===== config.mk =====
export PLATFORM = sky130hd
export DESIGN_NAME = ederah_stream_sender
export DESIGN_NICKNAME = d
export VERILOG_FILES = /design/src/rtl/ederah_stream_sender_pkg.sv /design/src/rtl/ederah_stream_sender_obuf.sv /design/src/rtl/ederah_stream_sender.sv
export SDC_FILE = /design/constraint.sdc
export NUM_CORES = 2
export LEC_CHECK = 0
export ABC_AREA = 1
export CAP_MARGIN = 25
export CORE_AREA = 2 2 664 666
export CTS_BUF_LIST = sky130_fd_sc_hd__clkbuf_4 sky130_fd_sc_hd__clkbuf_8 sky130_fd_sc_hd__clkbuf_16
export DETAILED_ROUTE_END_ITERATION = 8
export DIE_AREA = 0 0 666 668
export PLACE_DENSITY = 0.31
export SETUP_SLACK_MARGIN = 0.5
export SYNTH_ARGS = -nofsm -noshare
export SYNTH_HDL_FRONTEND = slang
export SYNTH_SLANG_ARGS = --single-unit

===== constraint.sdc =====
create_clock -name data_clk -period 2.3 [get_ports data_clk]
set_input_delay 0.23 -clock data_clk [delete_from_list [all_inputs] [get_ports data_clk]]
set_output_delay 0.23 -clock data_clk [all_outputs]
set_load 0.01 [all_outputs]

===== src/rtl/ederah_stream_sender_pkg.sv =====
// Shared types and default widths for the ederah stream sender.
package ederah_stream_pkg;

  localparam int unsigned DEF_DATA_WIDTH = 512;
  localparam int unsigned DEF_CNT_WIDTH  = 32;

  typedef enum logic [1:0] {
    IDLE       = 2'd0,
    SEND_NFA   = 2'd1,
    SEND_QUERY = 2'd2
  } sender_state_t;

endpackage


===== src/rtl/ederah_stream_sender_obuf.sv =====
// One-entry AXI-Stream output register: holds a beat until downstream
// accepts it and refills in the same cycle, so a continuous stream
// keeps one beat per clock.
module ederah_axis_obuf #(
  parameter int unsigned G_WIDTH = 8
) (
  input  logic               clk_i,
  input  logic               rst_ni,
  input  logic               in_valid_i,
  input  logic [G_WIDTH-1:0] in_data_i,
  input  logic               in_last_i,
  output logic               in_ready_o,
  output logic               out_valid_o,
  output logic [G_WIDTH-1:0] out_data_o,
  output logic               out_last_o,
  input  logic               out_ready_i
);

  logic               valid_q, valid_d;
  logic               last_q, last_d;
  logic [G_WIDTH-1:0] data_q, data_d;

  // Load on upstream handshake, otherwise drain when downstream accepts.
  always_comb begin
    in_ready_o = ~valid_q | out_ready_i;
    valid_d    = valid_q;
    last_d     = last_q;
    data_d     = data_q;
    if (in_valid_i && in_ready_o) begin
      valid_d = 1'b1;
      last_d  = in_last_i;
      data_d  = in_data_i;
    end else if (out_ready_i) begin
      valid_d = 1'b0;
    end
  end

  // Register stage; reset drops valid immediately.
  always_ff @(posedge clk_i or negedge rst_ni) begin
    if (!rst_ni) begin
      valid_q <= 1'b0;
      last_q  <= 1'b0;
      data_q  <= '0;
    end else begin
      valid_q <= valid_d;
      last_q  <= last_d;
      data_q  <= data_d;
    end
  end

  assign out_valid_o = valid_q;
  assign out_data_o  = data_q;
  assign out_last_o  = last_q;

endmodule


===== src/rtl/ederah_stream_sender.sv =====
// Host-side transmitter for the engine inputs stream: per command, an
// optional NFA segment (only when the hash changes) then a query segment,
// each closed with tlast.
module ederah_stream_sender
  import ederah_stream_pkg::*;
#(
  parameter int unsigned G_DATA_WIDTH = DEF_DATA_WIDTH,
  parameter int unsigned G_CNT_WIDTH  = DEF_CNT_WIDTH
) (
  input  logic                      data_clk,
  input  logic                      data_rst_n,
  input  logic                      cmd_valid,
  output logic                      cmd_ready,
  input  logic [31:0]               cmd_nfa_hash,
  input  logic [G_CNT_WIDTH-1:0]    cmd_nfa_beats,
  input  logic [G_CNT_WIDTH-1:0]    cmd_query_beats,
  input  logic                      nfa_src_tvalid,
  output logic                      nfa_src_tready,
  input  logic [G_DATA_WIDTH-1:0]   nfa_src_tdata,
  input  logic                      qry_src_tvalid,
  output logic                      qry_src_tready,
  input  logic [G_DATA_WIDTH-1:0]   qry_src_tdata,
  output logic                      inputs_stream_tvalid,
  input  logic                      inputs_stream_tready,
  output logic [G_DATA_WIDTH-1:0]   inputs_stream_tdata,
  output logic [G_DATA_WIDTH/8-1:0] inputs_stream_tkeep,
  output logic                      inputs_stream_tlast,
  output logic                      nfa_sent_o,
  output logic                      done_o,
  output logic                      cmd_err_o
);

  sender_state_t            state_q, state_d;
  logic [G_CNT_WIDTH-1:0]   rem_q, rem_d;
  logic [G_CNT_WIDTH-1:0]   qry_beats_q, qry_beats_d;
  logic [31:0]              last_hash_q, last_hash_d;
  logic                     cmd_err_q, cmd_err_d;
  logic                     rdy_en_q;

  logic                     obuf_in_ready;
  logic                     obuf_out_valid;
  logic                     obuf_out_last;
  logic                     obuf_out_is_nfa;
  logic [G_DATA_WIDTH-1:0]  obuf_out_data;

  logic                     src_valid;
  logic [G_DATA_WIDTH-1:0]  src_data;
  logic                     src_fire;
  logic                     seg_last;
  logic                     cmd_fire;
  logic                     reload;
  logic                     cmd_bad;
  logic [G_CNT_WIDTH-1:0]   rem_dec;

  assign cmd_fire = cmd_valid & cmd_ready;
  assign reload   = (cmd_nfa_hash != last_hash_q);
  assign cmd_bad  = (reload && (cmd_nfa_beats == '0)) || (cmd_query_beats == '0);
  assign seg_last = (rem_q == G_CNT_WIDTH'(1));
  assign rem_dec  = (rem_q != '0) ? rem_q - G_CNT_WIDTH'(1) : '0;
  assign src_fire = src_valid & obuf_in_ready;

  // State register.
  always_ff @(posedge data_clk or negedge data_rst_n) begin
    if (!data_rst_n) state_q <= IDLE;
    else             state_q <= state_d;
  end

  // Next-state and segment bookkeeping.
  always_comb begin
    state_d     = state_q;
    rem_d       = rem_q;
    qry_beats_d = qry_beats_q;
    last_hash_d = last_hash_q;
    cmd_err_d   = 1'b0;
    unique case (state_q)
      IDLE: begin
        if (cmd_fire) begin
          if (cmd_bad) begin
            cmd_err_d = 1'b1;
          end else if (reload) begin
            last_hash_d = cmd_nfa_hash;
            rem_d       = cmd_nfa_beats;
            qry_beats_d = cmd_query_beats;
            state_d     = SEND_NFA;
          end else begin
            rem_d   = cmd_query_beats;
            state_d = SEND_QUERY;
          end
        end
      end
      SEND_NFA: begin
        if (src_fire) begin
          if (seg_last) begin
            rem_d   = qry_beats_q;
            state_d = SEND_QUERY;
          end else begin
            rem_d = rem_dec;
          end
        end
      end
      SEND_QUERY: begin
        if (src_fire) begin
          rem_d = rem_dec;
          if (seg_last) state_d = IDLE;
        end
      end
      default: state_d = IDLE;
    endcase
  end

  // Outputs: source mux, handshakes and completion pulses.
  always_comb begin
    cmd_ready      = (state_q == IDLE) & ~obuf_out_valid & rdy_en_q;
    nfa_src_tready = (state_q == SEND_NFA) & obuf_in_ready;
    qry_src_tready = (state_q == SEND_QUERY) & obuf_in_ready;
    src_valid      = 1'b0;
    src_data       = qry_src_tdata;
    if (state_q == SEND_NFA) begin
      src_valid = nfa_src_tvalid;
      src_data  = nfa_src_tdata;
    end else if (state_q == SEND_QUERY) begin
      src_valid = qry_src_tvalid;
    end
    nfa_sent_o = obuf_out_valid & inputs_stream_tready & obuf_out_last & obuf_out_is_nfa;
    done_o     = obuf_out_valid & inputs_stream_tready & obuf_out_last & ~obuf_out_is_nfa;
  end

  // Datapath registers; rdy_en_q keeps cmd_ready low until the first edge after reset.
  always_ff @(posedge data_clk or negedge data_rst_n) begin
    if (!data_rst_n) begin
      rem_q       <= '0;
      qry_beats_q <= '0;
      last_hash_q <= '0;
      cmd_err_q   <= 1'b0;
      rdy_en_q    <= 1'b0;
    end else begin
      rem_q       <= rem_d;
      qry_beats_q <= qry_beats_d;
      last_hash_q <= last_hash_d;
      cmd_err_q   <= cmd_err_d;
      rdy_en_q    <= 1'b1;
    end
  end

  // The segment tag rides alongside the data so the pulses know which segment closed.
  ederah_axis_obuf #(
    .G_WIDTH(G_DATA_WIDTH + 1)
  ) u_obuf (
    .clk_i       (data_clk),
    .rst_ni      (data_rst_n),
    .in_valid_i  (src_valid),
    .in_data_i   ({(state_q == SEND_NFA), src_data}),
    .in_last_i   (seg_last),
    .in_ready_o  (obuf_in_ready),
    .out_valid_o (obuf_out_valid),
    .out_data_o  ({obuf_out_is_nfa, obuf_out_data}),
    .out_last_o  (obuf_out_last),
    .out_ready_i (inputs_stream_tready)
  );

  assign inputs_stream_tvalid = obuf_out_valid;
  assign inputs_stream_tdata  = obuf_out_data;
  assign inputs_stream_tlast  = obuf_out_last;
  assign inputs_stream_tkeep  = '1;
  assign cmd_err_o            = cmd_err_q;

endmodule

Word level (Yosys, flattened, before mapping)
Index checks and enable logic that the tools add are counted.
W data, S select, Z words.
{"block": "totals", "in_bits": 1126, "latchBits": 0, "reg_bits": 615, "rom_bits": 0, "mem_bits_rw": 0, "n_memories": 0, "out_inout_bits": 584, "wordCells": 70}
{"block": "op_classes", "n_div": 0, "n_addsub": 1, "n_shift": 0, "n_eq_ne": 10, "bitwise": 14, "n_mux": 24, "n_mul": 0, "reduce_logical": 12, "order_cmp": 0}
{"operator": "$mux W512", "count": 1}
{"operator": "$mux W32", "count": 7}
{"operator": "$pmux W32 S3", "count": 1}
{"operator": "$logic_not A32 Y1", "count": 2}
{"operator": "$eq A32 B1 Y1 const B", "count": 1}
{"operator": "$ne A32 B32 Y1", "count": 1}
{"operator": "$reduce_bool A32 Y1", "count": 1}
{"operator": "$sub A32 B1 Y32 const B", "count": 1}
{"operator": "$mux W2", "count": 7}
{"operator": "$and A1 B1 Y1", "count": 10}
{"operator": "$ne A2 B2 Y1 const B", "count": 5}
{"operator": "$mux W1", "count": 7}
{"operator": "$pmux W2 S3", "count": 1}
{"operator": "$reduce_and A6 Y1", "count": 1}
{"operator": "$reduce_and A5 Y1", "count": 1}
{"operator": "$reduce_and A4 Y1", "count": 1}
{"operator": "$not A1 Y1", "count": 3}
{"operator": "$reduce_bool A3 Y1", "count": 1}
{"operator": "$eq A2 B1 Y1 const B", "count": 1}
{"operator": "$eq A2 B2 Y1 const B", "count": 1}
{"operator": "$logic_and A1 B1 Y1", "count": 2}
{"operator": "$logic_not A2 Y1", "count": 1}
{"operator": "$ne A2 B1 Y1 const B", "count": 1}
{"operator": "$reduce_bool A2 Y1", "count": 1}
{"operator": "other kinds (2)", "count": 2}

Depth between registers and ports, before layout
{"block": "logic_depth", "depth_word": 6, "mapped_depth": 16}

By module
From an unflattened synthesis, not the netlist that was laid out.
{"block": "unflattened", "hier_cells": 5184, "hier_area_um2": 34827.2}
{"module": "ederah_axis_obuf", "seq_area_each_um2": 12887.4, "cells_each": 2232, "n_inst": 1, "area_per_inst_um2": 20297.0}
{"module": "ederah_stream_sender", "seq_area_each_um2": 2502.4, "cells_each": 2952, "n_inst": 1, "area_per_inst_um2": 14530.2}

Worst setup path before layout
Ideal clock, no wire load.
{"block": "synth_timing", "kind": "flip-flop to flip-flop", "startpoint": "register state_q[0]", "endpoint": "register qry_beats_q[30]", "stages_incl_launch_ff": 12, "period_less_slack_ns": 1.994, "setup_ns": 0.130, "t_arrival_ns": 1.864, "setup_slack_ns": 0.306, "required_ns": 2.170, "cell_sequence": "dfrtp_1 > inv_1 > ha_1 > nand2_1 > nor2_1 > nand2_1 > inv_1 > nand4_4 > buf_4 > buf_4 > nand2_1 > o21ai_0"}
{"block": "synth_between", "elab_chain_cells": 5}
{"element": "start, declared", "line_no": "ederah_stream_sender.sv:33", "text": "sender_state_t state_q, state_d;"}
{"element": "start signal, assigned", "line_no": "ederah_stream_sender.sv:65", "text": "else state_q <= state_d;"}
{"element": "$logic_not A2 Y1", "line_no": "ederah_stream_sender.sv:113", "text": "cmd_ready = (state_q == IDLE) & ~obuf_out_valid & rdy_en_q;"}
{"element": "$and A1 B1 Y1 (2 in series)", "line_no": "ederah_stream_sender.sv:113"}
{"element": "named net cmd_ready", "line_no": "ederah_stream_sender.sv:13", "text": "output logic cmd_ready,"}
{"element": "$and A1 B1 Y1", "line_no": "ederah_stream_sender.sv:55", "text": "assign cmd_fire = cmd_valid & cmd_ready;"}
{"element": "$reduce_and A4 Y1 (no line)"}
{"element": "end signal, assigned", "line_no": "ederah_stream_sender.sv:138", "text": "qry_beats_q <= qry_beats_d;"}
{"element": "end, declared", "line_no": "ederah_stream_sender.sv:35", "text": "logic [G_CNT_WIDTH-1:0] qry_beats_q, qry_beats_d;"}
The timed path passes the listed nets, and every way through them passes these cells.
A chain may end at the register's enable or synchronous reset.

Worst setup path after layout
{"block": "layout_timing", "startpoint": "register last_hash_q[24]", "endpoint": "register rem_q[6]"}
{"block": "layout_between", "elab_chain_cells": 5, "word_cells_on_any_way": 9, "classes_between": "eq/ne: 2; mux: 4; reduce/logical: 3"}
{"element": "start, declared", "line_no": "ederah_stream_sender.sv:36", "text": "logic [31:0] last_hash_q, last_hash_d;"}
{"element": "start signal, assigned", "line_no": "ederah_stream_sender.sv:139", "text": "last_hash_q <= last_hash_d;"}
{"element": "$ne A32 B32 Y1 *", "line_no": "ederah_stream_sender.sv:56", "text": "assign reload = (cmd_nfa_hash != last_hash_q);"}
{"element": "$mux W32 or $logic_and A1 B1 Y1 (tied branches)", "line_no": "ederah_stream_sender.sv:80, ederah_stream_sender.sv:57"}
{"element": "$mux W32 or $logic_or A1 B1 Y1 (tied branches)", "line_no": "ederah_stream_sender.sv:78, ederah_stream_sender.sv:57"}
{"element": "$mux W32 or $ne A2 B2 Y1 (tied branches)"}
{"element": "$pmux W32 S3 or $reduce_and A5 Y1 (tied branches)"}
{"element": "end signal, assigned", "line_no": "ederah_stream_sender.sv:137", "text": "rem_q <= rem_d;"}
{"element": "end, declared", "line_no": "ederah_stream_sender.sv:34", "text": "logic [G_CNT_WIDTH-1:0] rem_q, rem_d;"}
Every way passes the cells marked *; elsewhere a longest branch is shown, timed or not. The select of a mux whose other input is x is not followed.

==> results_dict.tcl <==
set metrics [dict create \
    die_height_um 668 \
    ys_seq_area_share_pct 49.05 \
    synth_flop_cell "dfrtp_1" \
    worstPathArrival_ns 2.98 \
    hold_violations 0 \
    whs_ns 0.06671 \
    viasPerCell 3.307 \
    rsz0062_at_grt "true" \
    leakagePower_uw 0.02984 \
    overflow 0 \
    slew_violations 0 \
    worstPathRequired_ns 3.03 \
    worstSkewPairLatency_ns 0.85 \
    worst_r2r_startpoint "last_hash_q[24]$_DFFE_PN0P_" \
    drt_iter0_markers 3099 \
    rr_endpoint "rem_q[6]$_DFFE_PN0P_" \
    start_util_pct 7.177 \
    cts_tree "built" \
    synthTopCellsByCount "nor2_1 (1118), nand2_1 (993), dfrtp_1 (615)" \
    grt_max_degree 91 \
    pwr_density_cell_mw_per_mm2 1224 \
    globalplace.congestion 0.9292 \
    period_needed_ns 2.244 \
    syn2layout_area_growth_pct 125.9 \
    min_path_type "in -> reg" \
    tns_ns 0 \
    grt_pass1_vias 40917 \
    fmax_mhz 445.7 \
    antenna_found_initial 347 \
    avgSynthCellArea_sq_um 7.835 \
    wl_um 379400 \
    cts_buffers 98 \
    r2r_slack_ns 0.06 \
    dpl_cell_area_sq_mm 0.05693 \
    die_w_um 666 \
    ios 1710 \
    core.rowCount 243 \
    status "finished clean" \
    synth.most_common_cell "nor2_1" \
    critPathMaxFanout 7 \
    min_path_cells 3 \
    min_to "u_obuf.out_data_o[6]$_DFFE_PN0P_" \
    fin_worst_skew_ns 0.04823 \
    synth_area_leaders "dfrtp_1 (49%), nor2_1 (13%), o31ai_1 (12%), nand2_1 (12%), clkbuf_1 (2.0%)" \
    synth_area_sq_mm 0.03138 \
    drive_gt1_share_pct 17.40 \
    ir_worst_vdd_v 0.0006879 \
    max-clock-path-buffers 4 \
    synth_top_cell_by_area "dfrtp_1" \
    end_kind "flip-flop" \
    async_flop_share_pct 100.0 \
    dr.pass1.iters 5 \
    yosysTopAreaCellShare_pct 49.05 \
    cts-root-buf "clkbuf_16" \
    syn_inst 4005 \
    reg2regPathDepth 15 \
    via_count 41275 \
    die-area_sq_mm 0.4449 \
    setup_violations 0 \
    critPathLaunchType "flip-flop" \
    htree_num_levels 3 \
    cts.sink_count 615 \
    core_sq_mm 0.4372 \
    ys_ff_latch 615 \
    yosys_warnings 0 \
    slew_headroom_pct 51.55 \
    ys_types 36 \
    wl_per_cell_um 30.40 \
    synth_edf_count 0 \
    hold_path_startpoint "nfa_src_tdata[6]" \
    drc 0 \
    final_area_sq_mm 0.07088 \
    ant_nets 0 \
    total_power_uw 86750 \
    worst_slew_pin_slew_ns 0.7241 \
    hpwlAfterDp_um 312500 \
    maxCapViolations 0 \
    nets 7696 \
    grt_usage_pct 15.52 \
    grt_pass1_wl_um 449800 \
    critPathKind "reg -> reg" \
    finalCritPeriodShare_pct 97.54 \
    place.port_buffers 1645 \
    clk_pin_slew_worst_paths_ns 0.06 \
]
## cell usage in the layout (no fill, tap or decap), types with 26 or more instances in the layout
cell	count
dlygate4sd3_1	568
diode_2	84
nand2_4	35
xnor2_1	29
dfrtp_2	30
dfrtp_1	585
inv_1	124
nor2_2	34
buf_6	66
nand2_1	884
o31ai_4	29
buf_16	44
buf_12	67
buf_2	28
nand2_2	81
conb_1	65
o21ai_1	37
buf_4	350
dlygate4sd2_1	51
nor2_1	1076
clkbuf_4	28
nand3_1	50
clkdlybuf4s50_1	1473
o31ai_2	26
clkbuf_16	159
o31ai_1	457
## cell type report
| type | instances | area (sq um) |
|---|---|---|
| clock buffer | 148 | 2977 |
| antenna | 84 | 210.2 |
| fill | 49363 | 366300 |
| timing repair buffer | 2730 | 28820 |
| tap | 5757 | 7203 |
| multi-input combinational | 2980 | 15390 |
| sequential | 615 | 15430 |
| inverter | 139 | 546.8 |
| clock inverter | 27 | 309.0 |
## report_power, final
group	internal [uW]	switching, uW
Sequential	16200	4160
Clock	9370	6470
Combinational	22100	28400
Total	47700	39000
## sequential cells by signal, indices dropped and copies added, names as in the netlist
signal	cells
u_obuf.out_last_o	1
state_q	2
rdy_en_q	1
cmd_err_o	1
u_obuf.out_valid_o	1
u_obuf.out_data_o	513
last_hash_q	32
rem_q	32
qry_beats_q	32
## timing repair
item / 4_1_cts / 5_1_grt
gates resized for setup: 786 / 381
cloned: 18 / 72
endpoints found under the hold margin: 1077 / 0
hold buffers: 568 / 0
pin swaps: 36 / 66
setup buffers: 36 / 50
setup endpoints to repair: 1115 / 1035
## kinds of logic after synthesis
family / synth area share, %
AOI/OAI and AO/OA: 14.83
xor gates and xnor gates: 1.061
adders and majority gates: 0.2392
buffers and inverters: 7.066
DFF: 49.05
other: 0.01195
and+or+nand+nor: 27.74
## stage by stage
stage | setup slack, ns | instances | utilization, %
6_report | 0.05649 | 12480 | 16.21
4_1_cts | 0.07802 | 12274 | 15.30
3_5_place_dp | -0.3008 | 11477 | 13.02
3_3_place_gp | -0.3030 | 11477 | 13.02
5_1_grt | -0.01959 | 12420 | 16.18
2_1_floorplan | 0.5025 | 4069 | -
## critical path: stages (launching register included)
cell and delay, ns:
dfrtp_2 0.44, xnor2_1 0.17, nand2_1 0.11, nor2_4 0.17
nand2_2 0.06, buf_6 0.14, nor2_4 0.14, nand2_4 0.07
buf_6 0.13, buf_12 0.15, buf_12 0.13, clkbuf_16 0.16
o211ai_2 0.13, nand2_1 0.07, nand2_1 0.06, nand2_1 0.04
## routing by layer
metal  routed length (um)  GRT usage, %
met2               173400         25.18
met5                 1147             0
met1               155700         18.78
met3                39560         6.847
met4                 9581         3.498
## worst max-delay path by stage
stage                                start                            endpoint  slack (ns)  cells after the start
2_1_floorplan       state_q[1]$_DFFE_PN0P_  u_obuf.out_data_o[376]$_DFFE_PN0P_        0.50                      8
3_5_place_dp              cmd_nfa_hash[28]         last_hash_q[24]$_DFFE_PN0P_       -0.30                     14
4_1_cts             state_q[1]$_DFFE_PN0P_                      nfa_src_tready        0.08                      6
6_report       last_hash_q[24]$_DFFE_PN0P_                rem_q[6]$_DFFE_PN0P_        0.06                     15
5_1_grt        last_hash_q[25]$_DFFE_PN0P_               rem_q[24]$_DFFE_PN0P_       -0.02                     16
3_3_place_gp              cmd_nfa_hash[28]         last_hash_q[18]$_DFFE_PN0P_       -0.30                     14
Power figures use the tool's default switching activity.
